==> src/rtl/shift_sequencer.sv <==
// Multi-cycle controller for the external datapath shifter: steps the working
// value through the shifter one position per cycle and reports the final result.
module shift_sequencer #(
  parameter int WIDTH = 16,
  parameter int CNT_W = 4
) (
  input  logic             clk,
  input  logic             rst_n,
  input  logic             start,
  input  logic [2:0]       op,
  input  logic [CNT_W-1:0] amount,
  input  logic [WIDTH-1:0] operand,
  input  logic             carry_in,
  output logic [WIDTH-1:0] a_bus_out,
  output logic             a_bus_oe,
  output logic             sh_r,
  output logic             sh_l,
  output logic             sh_a,
  output logic             sh_b,
  output logic             sh_c,
  output logic             shs,
  input  logic [WIDTH-1:0] s_bus,
  input  logic             cf_in,
  output logic             busy,
  output logic             done,
  output logic [WIDTH-1:0] result,
  output logic             cf_out,
  output logic             op_err
);

  typedef enum logic [1:0] {
    ST_IDLE  = 2'd0,
    ST_SHIFT = 2'd1,
    ST_DONE  = 2'd2
  } state_t;

  // Shifter control lines for one op, packed as {Rin, Lin, Ain, Bin}.
  function automatic logic [3:0] decode_op(input logic [2:0] op_v);
    case (op_v)
      3'd0:    decode_op = 4'b0101;
      3'd1:    decode_op = 4'b1001;
      3'd2:    decode_op = 4'b1010;
      3'd3:    decode_op = 4'b0100;
      3'd4:    decode_op = 4'b1000;
      default: decode_op = 4'b0000;
    endcase
  endfunction

  state_t           state_r, state_nx_s;
  logic [WIDTH-1:0] work_r, work_nx_s;
  logic             carry_r, carry_nx_s;
  logic [CNT_W-1:0] cnt_r, cnt_nx_s;
  logic [2:0]       op_r, op_nx_s;
  logic             busy_r, busy_nx_s;
  logic             done_r, done_nx_s;
  logic [WIDTH-1:0] result_r, result_nx_s;
  logic             cf_out_r, cf_out_nx_s;
  logic             op_err_r, op_err_nx_s;
  logic             shift_r, shift_nx_s;
  logic [3:0]       sh_ctl_r, sh_ctl_nx_s;
  logic             illegal_s;

  // Next-state, datapath and registered-output computation.
  always_comb begin
    state_nx_s  = state_r;
    work_nx_s   = work_r;
    carry_nx_s  = carry_r;
    cnt_nx_s    = cnt_r;
    op_nx_s     = op_r;
    busy_nx_s   = busy_r;
    done_nx_s   = 1'b0;
    result_nx_s = result_r;
    cf_out_nx_s = cf_out_r;
    op_err_nx_s = op_err_r;
    illegal_s   = (op > 3'd4);

    case (state_r)
      ST_IDLE: begin
        if (start) begin
          work_nx_s   = operand;
          carry_nx_s  = carry_in;
          cnt_nx_s    = amount;
          op_nx_s     = op;
          busy_nx_s   = 1'b1;
          op_err_nx_s = 1'b0;
          // Nothing to shift: finish straight away with the operand untouched.
          if (illegal_s || (amount == {CNT_W{1'b0}})) begin
            state_nx_s  = ST_DONE;
            done_nx_s   = 1'b1;
            result_nx_s = operand;
            cf_out_nx_s = carry_in;
            op_err_nx_s = illegal_s;
          end else begin
            state_nx_s = ST_SHIFT;
          end
        end else begin
          state_nx_s = ST_IDLE;
        end
      end
      ST_SHIFT: begin
        work_nx_s  = s_bus;
        carry_nx_s = cf_in;
        cnt_nx_s   = cnt_r - {{(CNT_W-1){1'b0}}, 1'b1};
        if (cnt_r == {{(CNT_W-1){1'b0}}, 1'b1}) begin
          state_nx_s  = ST_DONE;
          done_nx_s   = 1'b1;
          result_nx_s = s_bus;
          cf_out_nx_s = cf_in;
        end else begin
          state_nx_s = ST_SHIFT;
        end
      end
      ST_DONE: begin
        state_nx_s = ST_IDLE;
        busy_nx_s  = 1'b0;
      end
      default: begin
        state_nx_s = ST_IDLE;
        busy_nx_s  = 1'b0;
      end
    endcase

    shift_nx_s  = (state_nx_s == ST_SHIFT);
    sh_ctl_nx_s = shift_nx_s ? decode_op(op_nx_s) : 4'b0000;
  end

  // State and output registers with synchronous active-low reset.
  always_ff @(posedge clk) begin
    if (!rst_n) begin
      state_r  <= ST_IDLE;
      work_r   <= {WIDTH{1'b0}};
      carry_r  <= 1'b0;
      cnt_r    <= {CNT_W{1'b0}};
      op_r     <= 3'd0;
      busy_r   <= 1'b0;
      done_r   <= 1'b0;
      result_r <= {WIDTH{1'b0}};
      cf_out_r <= 1'b0;
      op_err_r <= 1'b0;
      shift_r  <= 1'b0;
      sh_ctl_r <= 4'b0000;
    end else begin
      state_r  <= state_nx_s;
      work_r   <= work_nx_s;
      carry_r  <= carry_nx_s;
      cnt_r    <= cnt_nx_s;
      op_r     <= op_nx_s;
      busy_r   <= busy_nx_s;
      done_r   <= done_nx_s;
      result_r <= result_nx_s;
      cf_out_r <= cf_out_nx_s;
      op_err_r <= op_err_nx_s;
      shift_r  <= shift_nx_s;
      sh_ctl_r <= sh_ctl_nx_s;
    end
  end

  assign a_bus_out = work_r;
  assign a_bus_oe  = shift_r;
  assign shs       = shift_r;
  assign sh_r      = sh_ctl_r[3];
  assign sh_l      = sh_ctl_r[2];
  assign sh_a      = sh_ctl_r[1];
  assign sh_b      = sh_ctl_r[0];
  assign sh_c      = carry_r;
  assign busy      = busy_r;
  assign done      = done_r;
  assign result    = result_r;
  assign cf_out    = cf_out_r;
  assign op_err    = op_err_r;

endmodule
==> config.mk <==
export PLATFORM = sky130hd
export DESIGN_NAME = shift_sequencer
export DESIGN_NICKNAME = d
export VERILOG_FILES = /design/src/rtl/shift_sequencer.sv
export SDC_FILE = /design/constraint.sdc
export NUM_CORES = 1
export LEC_CHECK = 0
export CAP_MARGIN = 0
export CORE_ASPECT_RATIO = 0.75
export CORE_MARGIN = 3
export CORE_UTILIZATION = 43
export DETAILED_ROUTE_END_ITERATION = 10
export PLACE_DENSITY = 0.79
export SYNTH_ARGS = -nofsm -noshare
export SYNTH_HDL_FRONTEND = slang
export SYNTH_SLANG_ARGS = --single-unit
==> constraint.sdc <==
create_clock -name clk -period 2.29 [get_ports clk]
set_input_delay 0.3435 -clock clk [delete_from_list [all_inputs] [get_ports clk]]
set_output_delay 0.3435 -clock clk [all_outputs]
set_load 0.05 [all_outputs]
==> flow_summary.yaml <==
drt:
  totalWireLength_um: 6349
  drc: 0
  antenna_left: 0
  drtIter0Drc: 185
  vias: 2231
  drtPass1Iterations: 5
  viasPerCell: 5.482
  routedWlPerCell_um: 15.60
clocking:
  htree_num_levels: 2
  clkTransAtPathRegs_ns: 0.09
  cts_hold_buffers: 0
  cts_tree: "yes"
  root_buffer: "clkbuf_8"
  cts_sinks: 50
  numCtsBuffers: 5
  cts_setup_buffers: 0
  post_cts_resized: 0
  clk_latency_ns: 0.30
  clock_path_buffers: 2
die:
  die_y_um: 68.22
  die_area_um2: 6069
  die_x_um: 88.96
  initial_core_util_pct: 47.19
  num_io_pins: 87
  core-area_um2: 4703
  num_rows: 21
power_and_ir_drop:
  ir_worst_vdd_uv: 463.6
  power.leakage_nw: 1.299
  power_w: 0.002476
  p_per_area_nw_per_um2: 754.0
logic_synthesis:
  syn_area_um2: 2220
  synthTopCellsByArea: "dfxtp_1 (45%), nand2_1 (12%), a311oi_1 (5.9%)"
  yosysTopAreaCell: "dfxtp_1"
  ys_seq_area_share_pct: 45.10
  netlist.area_leader.share_pct: 45.10
  synth_area_per_cell_um2: 8.440
  synthCells: 263
  synthFlopType: "dfxtp_1"
  synth_edf_count: 0
  syn_nets: 309
  async_flop_share_pct: 0
  synth_seq_cells: 50
  ys_warn_count: 0
  synth_cell_type_count: 40
layout:
  mostFrequentLayoutCells: "clkdlybuf4s50_1 (86), nand2_1 (70), dfxtp_1 (50)"
  syn_to_final_growth_pct: 47.91
  n_antenna_cell: 0
  layout.nets: 395
  drive_above_1_share_pct: 8.857
  mostFrequentLayoutCell: "clkdlybuf4s50_1"
  fin_area_um2: 3283
setup_path:
  critPathCaptureType: "output pin"
  cpMaxStageDelayCell: "clkdlybuf4s50_1"
  r2r_start: "cnt_r[0]$_SDFFE_PN0P_"
  cp-endpoint: "done"
  worstSetupStartpointType: "flip-flop"
  crit_cells: 1
  worstPathArrival_ns: 1.64
  path_buf_inv: 1
  r2r_cells: 5
  worstSetupStartpoint: "done$_SDFF_PN0_"
  timing.rr.end: "sh_ctl_r[1]$_SDFF_PN0_"
  slowest_delay_ns: 0.86
  cp_max_fo: 7
  crit_required_ns: 1.95
  critical_path.cell_chain: "clkdlybuf4s50_1"
  critPathKind: "reg -> out"
  reg2reg_slack_ns: 0.57
  cp_top_family: "buffers and inverters"
sta:
  finalClockSkew_ns: 0.006661
  rsz0062_at_grt: "no"
  finalSetupViolCount: 0
  fin_crit_sh_pct: 86.59
  fin_setup_tns_ns: 0
  fin_crit_ns: 1.983
  slew_viol_final: 0
  tightest_slew_ns: 0.5327
  hold_violations: 0
  slew-limit-headroom_pct: 64.37
  fmax_mhz: 504.3
global_routing:
  grt_max_degree: 31
  use_met3_pct: 6.980
  busiest_layer: "met2"
  use_met1_pct: 28.66
  grt_util_met2_pct: 34.07
  track_usage_pct: 21.53
  grt_pass1_vias: 2129
  grt_pass1_wl_um: 10080
  antenna_found_initial: 0
  grt_remaining_overflow: 0
placed_design:
  port_buffers: 86
  gp_congestion: 0.8651
  dpl_cell_area_um2: 3177
  dp_hpwl_um: 4587
run_status:
  outcome: "finished clean"
min_path:
  min_path_type: "reg -> reg"
job:
  drv_cap: 0
==> cell type report <==
cell class                      instances  area [um2]
Clock buffer                            7       76.32
Inverter                                3       11.26
Fill cell                             369        1420
Multi-Input combinational cell        188        1107
Timing Repair Buffer                  101       985.9
Clock inverter                          1       30.03
Tap cell                               57       71.32
Sequential cell                        50        1001
==> cells by family after synthesis <==
| family | Yosys count | synth area share, % |
|---|---|---|
| simple gates | 111 | 21.98 |
| flops | 50 | 45.10 |
| mux | 6 | 2.875 |
| xor+xnor | 3 | 1.184 |
| fa+ha+maj | 2 | 1.127 |
| buf+inv | 25 | 5.524 |
| compound gates | 66 | 22.21 |
==> layer usage <==
layer	vias up	part of all wire, %	routed length (um)
met4	0	0.87	55
met3	7	11	672
li1	1104	-	-
met2	90	43	2729
met5	-	0	0
met1	1030	46	2892
==> tightest hold or removal path, stage by stage (launching register included) <==
cell and delay, ns:
dfxtp_1 0.32, nand2_1 0.05, a311oi_1 0.07
==> cells in the mapped netlist, drive strengths merged (3+ instances only) <==
cell	count
dfxtp	50
a31oi	18
clkbuf	13
o31ai	17
a21oi	4
nor2	20
a311oi	15
mux2i	3
mux2	3
nand2	70
nand2b	3
a21boi	4
nor2b	6
buf	9
==> worst min path at each step <==
| stage | depth (start not counted) | slack [ns] | start | endpoint |
|---|---|---|---|---|
| 3_3_place_gp | 2 | 0.47 | a_bus_out[1]$_SDFFE_PN0P_ | a_bus_out[1]$_SDFFE_PN0P_ |
| 6_report | 2 | 0.49 | a_bus_out[3]$_SDFFE_PN0P_ | a_bus_out[3]$_SDFFE_PN0P_ |
| 2_1_floorplan | 2 | 0.47 | cnt_r[2]$_SDFFE_PN0P_ | cnt_r[2]$_SDFFE_PN0P_ |
| 3_5_place_dp | 2 | 0.47 | a_bus_out[12]$_SDFFE_PN0P_ | a_bus_out[12]$_SDFFE_PN0P_ |
| 4_1_cts | 2 | 0.49 | a_bus_out[1]$_SDFFE_PN0P_ | a_bus_out[1]$_SDFFE_PN0P_ |
| 5_1_grt | 2 | 0.50 | a_bus_out[3]$_SDFFE_PN0P_ | a_bus_out[3]$_SDFFE_PN0P_ |
==> report_power, final <==
part / total [W] / switching [W] / leakage, nW / internal [W]
Sequential: 0.00101 / 0.0000546 / 0.412 / 0.000959
Clock: 0.000615 / 0.000287 / 0.0524 / 0.000327
Combinational: 0.000847 / 0.000518 / 0.835 / 0.000329
==> registers in the layout, summed over array words and instances (netlist names) <==
signal	count
sh_ctl_r	4
a_bus_out	16
op_r	3
a_bus_oe	1
cf_out	1
busy	1
sh_c	1
cnt_r	4
op_err	1
done	1
result	16
state_r	1
==> stage by stage <==
stage | hold slack, ns | setup WS, ns | std cells | utilization (%)
finish | 0.4864 | 0.3070 | 407 | 69.81
global route | 0.5041 | 0.2606 | 407 | 69.81
floorplan | 0.4654 | 0.4622 | 263 | -
CTS | 0.4852 | 0.2925 | 407 | 69.81
global placement | 0.4711 | 0.2372 | 399 | 67.54
detailed placement | 0.4697 | 0.2087 | 399 | 67.54
Note: power is estimated with default switching activity, not from simulation.
